**src/rtl/mem_stage.sv**
```systemverilog
// Memory-access pipeline stage: takes ALU result, store data and control from
// EX, performs a valid/ready request/response transaction with data memory,
// formats load data, and presents registered writeback outputs.
module mem_stage #(
    parameter int XLEN = 32
) (
    input  logic            clk,
    input  logic            rst,
    // Execute-stage interface
    input  logic            ex_valid,
    input  logic            ex_mem_read,
    input  logic            ex_mem_write,
    input  logic [2:0]      ex_funct3,
    input  logic [XLEN-1:0] ex_alu_do,
    input  logic [XLEN-1:0] ex_rs2_data,
    input  logic [4:0]      ex_rd,
    input  logic            ex_reg_write,
    output logic            mem_stall,
    // Data-memory request channel
    output logic            dmem_req_valid,
    input  logic            dmem_req_ready,
    output logic            dmem_req_we,
    output logic [XLEN-1:0] dmem_req_addr,
    output logic [XLEN-1:0] dmem_req_wdata,
    output logic [3:0]      dmem_req_be,
    // Data-memory response channel
    input  logic            dmem_rsp_valid,
    input  logic [XLEN-1:0] dmem_rsp_rdata,
    // Writeback interface
    output logic            wb_valid,
    output logic [4:0]      wb_rd,
    output logic            wb_reg_write,
    output logic [XLEN-1:0] wb_data,
    output logic            mem_fault
);

    typedef enum logic [1:0] {
        IDLE     = 2'd0,
        REQ      = 2'd1,
        WAIT_RSP = 2'd2
    } state_t;

    state_t          state_q;

    // Request fields, held stable while REQ waits for ready
    logic            req_valid_q;
    logic            req_we_q;
    logic [XLEN-1:0] req_addr_q;
    logic [XLEN-1:0] req_wdata_q;
    logic [3:0]      req_be_q;

    // Instruction context kept for the response
    logic [4:0]      rd_q;
    logic            reg_write_q;
    logic [2:0]      funct3_q;
    logic [1:0]      lane_q;

    // Writeback registers
    logic            wb_valid_q;
    logic [4:0]      wb_rd_q;
    logic            wb_reg_write_q;
    logic [XLEN-1:0] wb_data_q;
    logic            mem_fault_q;

    // Combinational decode of the EX instruction
    logic            is_mem;
    logic            fault_d;
    logic [3:0]      be_d;
    logic [XLEN-1:0] wdata_d;
    logic [XLEN-1:0] sb_wdata;
    logic [XLEN-1:0] sh_wdata;
    logic [XLEN-1:0] load_data_d;
    logic [7:0]      rsp_byte [4];
    logic [7:0]      byte_sel;
    logic [15:0]     half_sel;

    assign is_mem    = ex_mem_read | ex_mem_write;
    assign mem_stall = (state_q != IDLE);

    // Store byte and halfword data are replicated across all lanes so memory
    // can pick the lane selected by the byte enables.
    generate
        for (genvar gi = 0; gi < XLEN / 8; gi++) begin : g_sb_lane
            assign sb_wdata[8*gi +: 8] = ex_rs2_data[7:0];
        end
        for (genvar gi = 0; gi < XLEN / 16; gi++) begin : g_sh_lane
            assign sh_wdata[16*gi +: 16] = ex_rs2_data[15:0];
        end
        for (genvar gi = 0; gi < 4; gi++) begin : g_rsp_lane
            assign rsp_byte[gi] = dmem_rsp_rdata[8*gi +: 8];
        end
    endgenerate

    // Fault detection: conflicting control, illegal width code, misalignment
    always_comb begin
        fault_d = 1'b0;
        if (ex_mem_read && ex_mem_write) begin
            fault_d = 1'b1;
        end else if (ex_mem_write) begin
            case (ex_funct3)
                3'b000:  fault_d = 1'b0;
                3'b001:  fault_d = ex_alu_do[0];
                3'b010:  fault_d = (ex_alu_do[1:0] != 2'b00);
                default: fault_d = 1'b1;
            endcase
        end else if (ex_mem_read) begin
            case (ex_funct3)
                3'b000, 3'b100: fault_d = 1'b0;
                3'b001, 3'b101: fault_d = ex_alu_do[0];
                3'b010:         fault_d = (ex_alu_do[1:0] != 2'b00);
                default:        fault_d = 1'b1;
            endcase
        end
    end

    // Store byte enables and write data; loads read the whole word
    always_comb begin
        be_d    = 4'b1111;
        wdata_d = '0;
        if (ex_mem_write) begin
            case (ex_funct3[1:0])
                2'b00: begin
                    be_d    = 4'b0001 << ex_alu_do[1:0];
                    wdata_d = sb_wdata;
                end
                2'b01: begin
                    be_d    = ex_alu_do[1] ? 4'b1100 : 4'b0011;
                    wdata_d = sh_wdata;
                end
                default: begin
                    be_d    = 4'b1111;
                    wdata_d = ex_rs2_data;
                end
            endcase
        end
    end

    // Load formatting: lane select then sign or zero extension
    always_comb begin
        byte_sel    = rsp_byte[lane_q];
        half_sel    = lane_q[1] ? dmem_rsp_rdata[31:16] : dmem_rsp_rdata[15:0];
        load_data_d = dmem_rsp_rdata;
        case (funct3_q)
            3'b000:  load_data_d = {{(XLEN-8){byte_sel[7]}}, byte_sel};
            3'b001:  load_data_d = {{(XLEN-16){half_sel[15]}}, half_sel};
            3'b100:  load_data_d = {{(XLEN-8){1'b0}}, byte_sel};
            3'b101:  load_data_d = {{(XLEN-16){1'b0}}, half_sel};
            default: load_data_d = dmem_rsp_rdata;
        endcase
    end

    // Stage FSM with registered request and writeback outputs
    always_ff @(posedge clk) begin
        if (rst) begin
            state_q        <= IDLE;
            req_valid_q    <= 1'b0;
            req_we_q       <= 1'b0;
            req_addr_q     <= '0;
            req_wdata_q    <= '0;
            req_be_q       <= 4'b0000;
            rd_q           <= 5'd0;
            reg_write_q    <= 1'b0;
            funct3_q       <= 3'd0;
            lane_q         <= 2'd0;
            wb_valid_q     <= 1'b0;
            wb_rd_q        <= 5'd0;
            wb_reg_write_q <= 1'b0;
            wb_data_q      <= '0;
            mem_fault_q    <= 1'b0;
        end else begin
            // Writeback strobes are single-cycle pulses
            wb_valid_q     <= 1'b0;
            wb_reg_write_q <= 1'b0;
            mem_fault_q    <= 1'b0;
            case (state_q)
                IDLE: begin
                    if (ex_valid) begin
                        if (!is_mem) begin
                            wb_valid_q     <= 1'b1;
                            wb_rd_q        <= ex_rd;
                            wb_reg_write_q <= ex_reg_write;
                            wb_data_q      <= ex_alu_do;
                        end else if (fault_d) begin
                            wb_valid_q     <= 1'b1;
                            wb_rd_q        <= ex_rd;
                            wb_data_q      <= ex_alu_do;
                            mem_fault_q    <= 1'b1;
                        end else begin
                            req_valid_q <= 1'b1;
                            req_we_q    <= ex_mem_write;
                            req_addr_q  <= {ex_alu_do[XLEN-1:2], 2'b00};
                            req_wdata_q <= wdata_d;
                            req_be_q    <= be_d;
                            rd_q        <= ex_rd;
                            reg_write_q <= ex_reg_write;
                            funct3_q    <= ex_funct3;
                            lane_q      <= ex_alu_do[1:0];
                            state_q     <= REQ;
                        end
                    end
                end
                REQ: begin
                    if (dmem_req_ready) begin
                        req_valid_q <= 1'b0;
                        if (req_we_q) begin
                            wb_valid_q <= 1'b1;
                            wb_rd_q    <= rd_q;
                            wb_data_q  <= req_addr_q;
                            state_q    <= IDLE;
                        end else begin
                            state_q <= WAIT_RSP;
                        end
                    end
                end
                WAIT_RSP: begin
                    if (dmem_rsp_valid) begin
                        wb_valid_q     <= 1'b1;
                        wb_rd_q        <= rd_q;
                        wb_reg_write_q <= reg_write_q;
                        wb_data_q      <= load_data_d;
                        state_q        <= IDLE;
                    end
                end
                default: state_q <= IDLE;
            endcase
        end
    end

    assign dmem_req_valid = req_valid_q;
    assign dmem_req_we    = req_we_q;
    assign dmem_req_addr  = req_addr_q;
    assign dmem_req_wdata = req_wdata_q;
    assign dmem_req_be    = req_be_q;
    assign wb_valid       = wb_valid_q;
    assign wb_rd          = wb_rd_q;
    assign wb_reg_write   = wb_reg_write_q;
    assign wb_data        = wb_data_q;
    assign mem_fault      = mem_fault_q;

endmodule

```
**config.mk**
```make
export PLATFORM = sky130hd
export DESIGN_NAME = mem_stage
export DESIGN_NICKNAME = d
export VERILOG_FILES = /design/src/rtl/mem_stage.sv
export SDC_FILE = /design/constraint.sdc
export NUM_CORES = 1
export LEC_CHECK = 0
export CAP_MARGIN = 20
export CORE_MARGIN = 2
export CORE_UTILIZATION = 45
export DETAILED_ROUTE_END_ITERATION = 8
export GPL_ROUTABILITY_DRIVEN = 0
export PLACE_DENSITY = 0.83
export SLEW_MARGIN = 20
export SYNTH_ARGS = -nofsm -noshare
export SYNTH_HDL_FRONTEND = slang
export SYNTH_SLANG_ARGS = --single-unit
export TNS_END_PERCENT = 100
```
**constraint.sdc**
```tcl
create_clock -name clk -period 2.5 [get_ports clk]
set_clock_uncertainty 0.2 [all_clocks]
set_input_delay 0.5 -clock clk [delete_from_list [all_inputs] [get_ports clk]]
set_output_delay 0.5 -clock clk [all_outputs]
set_load 0.005 [all_outputs]
```
Word level (Yosys, flattened, before mapping)
Index checks and enable logic that the tools add are counted.

storage, ports and cells
  register bits = 121
  input port bits = 112
  output and inout bits = 111
  word-level logic and storage cells = 108

operators by class
  $lt $le $gt $ge = 1
  equal/unequal tests = 17
  shift-type cells = 1
  muxes and demuxes = 52
  bitwise operators = 6
  reduce and logical (&&, ||, !) cells = 16

operators with widths
  kind                                                                   count
  32-bit two-way mux                                                     7
  32-bit one-hot mux with 4 select lines                                 1
  32-bit one-hot mux with 3 select lines                                 1
  32-bit one-hot mux with 2 select lines                                 1
  5-bit two-way mux                                                      6
  8-bit binary-select mux with 2-bit select                              1
  1-bit two-way mux                                                      16
  16-bit two-way mux                                                     1
  8-bit two-way mux                                                      2
  5-bit one-hot mux with 3 select lines                                  1
  3-bit equality test, second input constant                             4
  2-bit two-way mux                                                      6
  2-bit != test, second input constant                                   6
  5-bit AND reduction                                                    2
  1-bit one-hot mux with 3 select lines                                  3
  4-bit two-way mux                                                      2
  4-bit one-hot mux with 2 select lines                                  1
  3-bit by 1-bit equality test with 1-bit output, second input constant  2
  3-bit zero test                                                        2
  2-bit one-hot mux with 3 select lines                                  1
  6-bit AND reduction                                                    1
  2-bit nonzero test                                                     3
  2-bit by 1-bit equality test with 1-bit output, second input constant  2
  2-bit zero test                                                        2
  14 further kinds                                                       19

Longest topological paths before layout
  depth in word-level cells = 10
  mapped depth = 10
  depth with buffers taken out = 7

Worst setup path before layout
No wires, ideal clock.

  path kind = input -> register
  from = in ex_funct3[0]
  to = reg wb_data_q[6], in the netlist wb_data[6]
  setup time = 0.134 ns
  data arrival time = 1.810 ns
  required time = 2.166 ns
  setup slack = 0.356 ns
  cell stages on the path = 8
  path buffers = 3
  path through = buf_2 > a21oi_1 > or3_1 > nand3_1 > and2_1 > buf_2 > buf_2 > a211oi_1

on the way
  word-level cells in the longest chain between the ends = 8
  elaborated cells on any way between the ends = 14
  those cells by class = 5 x eq/ne; 5 x mux; 4 x reduce/logical

RTL lines
  what                                                                    RTL line  text
  from (decl)                                                             13        input logic [2:0] ex_funct3,
  3-bit by 1-bit equality test with 1-bit output (tied with other cells)  100, 107
  2-bit OR reduction                                                      107       case (ex_funct3)
  1-bit one-hot mux with 3 select lines                                   107
  1-bit two-way mux                                                       106       end else if (ex_mem_read) begin
  1-bit two-way mux *                                                     99        end else if (ex_mem_write) begin
  1-bit two-way mux *                                                     97        if (ex_mem_read && ex_mem_write) begin
  3-bit != test (no line) *                                               -
  6-bit AND reduction (no line) *                                         -
  to (signal assigned)                                                    182       wb_data_q <= ex_alu_do;
  to (signal assigned)                                                    186       wb_data_q <= ex_alu_do;
  to (signal assigned)                                                    208       wb_data_q <= req_addr_q;
  to (decl)                                                               62        logic [XLEN-1:0] wb_data_q;

Mark *: on every way between the ends. The rest lies on a longest branch, timed or not.
A chain may end at the register's enable or synchronous reset.

Final worst setup path
  from = reg state_q[0]
  to = out mem_stall

on the way
  word-level cells in the longest chain between the ends = 1

RTL lines
  what                    RTL line  text
  from (decl)             43        state_t state_q;
  from (signal assigned)  155       state_q <= IDLE;
  from (signal assigned)  198       state_q <= REQ;
  from (signal assigned)  209       state_q <= IDLE;
  2-bit nonzero test      78        assign mem_stall = (state_q != IDLE);
  to (decl)               18        output logic mem_stall,

Every way passes these cells.

==> flow_metrics.tcl <==
set metrics [dict create \
    status "finished clean" \
    timing.hold.worst_path_depth 2 \
    antenna_found_initial 0 \
    num_vias 6629 \
    drive_gt1_frac 0.101 \
    cp_cell_sequence "inv_1, ha_2, inv_1, clkdlybuf4s50_1" \
    grt_pass1_vias 6404 \
    cts_setup_buffers 0 \
    muxShareOfSynthArea 0.0673 \
    die_area_um2 13900 \
    worstHoldStart "dmem_req_wdata[8]$_SDFFE_PP0P_" \
    post-synth-top-area-fraction 0.413 \
    power.density_nw_per_um2 613 \
    switching_power_mw 1.44 \
    io_pins 223 \
    synth_most_common_cell "nand2_1" \
    row_count 41 \
    clk_latency_ns 0.41 \
    cts-root-buf "clkbuf_16" \
    critPathMaxFanout 5 \
    grt_overflow 0 \
    finalSetupViolations 0 \
    maxSlewHeadroom 0.403 \
    start_kind "flop" \
    hold_end "dmem_req_wdata[8]$_SDFFE_PP0P_" \
    final_area_um2 9120 \
    crit_type "reg2out" \
    synthXorXnorAreaFrac 0 \
    critPathTopFamily "buffers and inverters" \
    synthAdderAreaFrac 0.00854 \
    crit_buf_inv 3 \
    synthDistinctLibCells 46 \
    port_buffers 220 \
    p_int_mw 4.15 \
    wl_per_cell_um 18.4 \
    min_path_type "reg2reg" \
    slowest_stage "clkdlybuf4s50_1" \
    reg2reg_depth 7 \
    syn2layout_area_growth_pct 55.7 \
    slowest_delay_ns 0.54 \
    ir_drop_v 0.000454 \
    clkSlewWorstSetupHoldPaths_ns 0.05 \
    fin_crit_sh 0.986 \
    synthTopCellsByCount "nand2_1, dfxtp_1, a21oi_1" \
    die_x_um 118 \
    nets 1078 \
    grt_max_degree 41 \
    tritoncts "built" \
    leakage_nw 3.28 \
    synth-edff-count 0 \
    yosys_warnings 0 \
    finalHoldViolCount 0 \
    grtUsageTotal 0.294 \
    via_per_inst 5.78 \
    post-route-drc-count 0 \
    antenna_left 0 \
    synth_top_family_by_area "compound AO/OA/AOI/OAI gates" \
    cp.arrival_ns 1.77 \
    ys_seq_area_frac 0.413 \
    start_util 0.462 \
    antenna_cells 0 \
    rsz0062_at_grt "no" \
    maxSlewViolCount 0 \
    cts.sinks 121 \
    routed_wl_um 21100 \
    grt_pass1_wl_um 33100 \
    switching_share 0.258 \
    fp.coreArea_um2 12700 \
    rr_endpoint "wb_data[3]$_SDFFE_PP0P_" \
    worst_pin_slew_ns 0.892 \
    postPlaceCellArea_um2 8550 \
    cts-buffers-inserted 17 \
    yosys.area_share.simple 0.188 \
    synth_compound_area_frac 0.268 \
    rrSetupSlack_ns 0.21 \
    synthTopCellsByArea "dfxtp_1, nand2_1, a21oi_1, mux2i_1, o22ai_1" \
    pwr-share-clk 0.425 \
    crit_top_cell "inv_1" \
    fin_crit_ns 2.47 \
    avgSynthCellArea_um2 8.00 \
    maxCapViolCount 0 \
    synth_ff_type "dfxtp_1" \
    fin_cells 1147 \
    htreeDepth 4 \
    netlist_instances 732 \
    drt-initial-drc-count 791 \
    synth.ff_latch_count 121 \
    synth_area_leader_cell "dfxtp_1" \
    seqPwrFrac 0.380 \
    syn-cell-area_um2 5860 \
    die_h_um 118 \
    cp.required_ns 1.80 \
    detailedPlace.worstSlack_ns -0.224 \
    dpl.cell_count 1115 \
    place_hpwl_um 14900 \
    max_freq_mhz 406 \
    dr.pass1.iters 5 \
    cp-end-kind "output port" \
    combinationalPowerShare 0.195 \
    fin_ws_ns 0.0344 \
    reg2reg_from "state_q[1]$_SDFFE_PP0P_" \
    clockBufferDepth 2 \
    ys_async_sr_fraction 0 \
]
-- worst max path at each step --
stage	cells after the start	start	slack, ns	end
2_1_floorplan	8	ex_funct3[0]	0.36	wb_data[6]$_SDFFE_PP0P_
3_3_place_gp	7	dmem_rsp_rdata[15]	-0.22	wb_data[9]$_SDFFE_PP0P_
3_5_place_dp	7	dmem_rsp_rdata[15]	-0.22	wb_data[8]$_SDFFE_PP0P_
4_1_cts	4	state_q[1]$_SDFFE_PP0P_	0.02	mem_stall
5_1_grt	4	state_q[0]$_SDFFE_PP0P_	0.01	mem_stall
6_report	4	state_q[0]$_SDFFE_PP0P_	0.03	mem_stall
-- layout make-up --
| class | instances | area [µm²] |
|---|---|---|
| Tap cell | 172 | 215 |
| Inverter | 9 | 33.8 |
| Clock buffer | 23 | 468 |
| Clock inverter | 9 | 97.6 |
| Timing Repair Buffer | 278 | 2750 |
| Sequential cell | 121 | 2420 |
| Fill cell | 971 | 3550 |
| Multi-Input combinational cell | 535 | 3140 |
-- cell usage in the layout, fill, tap and decap left out, types with 2 or more instances in the layout --
cell             Yosys  layout
clkdlybuf4s50_1      0     219
nand2_1            146     145
dfxtp_1            121     119
a21oi_1             86      86
buf_4                2      49
o22ai_1             43      43
mux2i_1             36      36
o21ai_0             36      36
nor2_1              36      35
a211oi_1            17      17
clkbuf_16            0      17
a221o_1             16      16
nand3_1             15      15
o2111ai_1           15      15
nand2b_1            14      14
and2_1              12      11
inv_1                9       9
buf_12               0       9
or4bb_1              7       7
o21ai_1              7       7
a221oi_1             8       7
and3_1               6       6
clkinv_2             0       6
clkbuf_1            49       4
nor3_1               3       3
nor2b_1              3       3
ha_1                 4       3
nand4_1              2       2
o221ai_1             2       2
o21a_1               2       2
o22a_1               2       2
conb_1               1       2
clkbuf_8             0       2
bufinv_16            0       2
dfxtp_2              0       2
-- cells by family (layout without fill, tap and decap cells) --
group,count (synthesis),in the layout
AO/OA/AOI/OAI,245,245
adder cells (fa/ha/maj),4,4
buffers and inverters,77,319
flip-flops,121,121
multiplexers,38,38
other,1,2
AND/OR/NAND/NOR,246,246
-- flip-flops by register name (all words and copies together) (netlist names) --
| register | flops |
|---|---|
| wb_reg_write | 1 |
| dmem_req_we | 1 |
| rd_q | 5 |
| dmem_req_wdata | 32 |
| state_q | 2 |
| funct3_q | 3 |
| dmem_req_be | 4 |
| wb_valid | 1 |
| mem_fault | 1 |
| dmem_req_valid | 1 |
| lane_q | 2 |
| wb_rd | 5 |
| dmem_req_addr | 30 |
| reg_write_q | 1 |
| wb_data | 32 |
-- worst min-delay path: cells and delay by family (launching register included) --
family	cells	cell delay [ns]
flip-flops	1	0.32
AO/OA/AOI/OAI	1	0.05
AND/OR/NAND/NOR	1	0.04
-- metrics by stage --
stage                util  hold WS [ns]  power (mW)  setup TNS (ns)
finish              0.720         0.250        5.59               0
floorplan               -         0.236        2.60               0
detailed placement  0.674         0.241        3.23           -4.10
global route        0.720         0.266        5.77               0
CTS                 0.719         0.254        5.58               0
global placement    0.674         0.234        3.21           -2.95
-- timing repair --
action	CTS	global route
resized for setup	0	3
hold buffers	0	0
endpoints found under the hold margin	0	0
endpoints found under the setup margin	0	2
-- metal layers --
layer	GRT usage	share of wire
met1	0.369	0.41
met2	0.478	0.48
met3	0.0698	0.089
met4	0.130	0.030
met5	0	0
-- power groups by stage --
| stage | clock network [mW] | registers (mW) | logic [mW] |
|---|---|---|---|
| finish | 2.37 | 2.12 | 1.09 |
| global route | 2.46 | 2.13 | 1.17 |
| CTS | 2.38 | 2.12 | 1.08 |
| detailed placement | 0 | 2.16 | 1.07 |
| global placement | 0 | 2.16 | 1.05 |
| floorplan | 0 | 2.15 | 0.446 |
No activity file was read; power rests on OpenSTA's default activity.
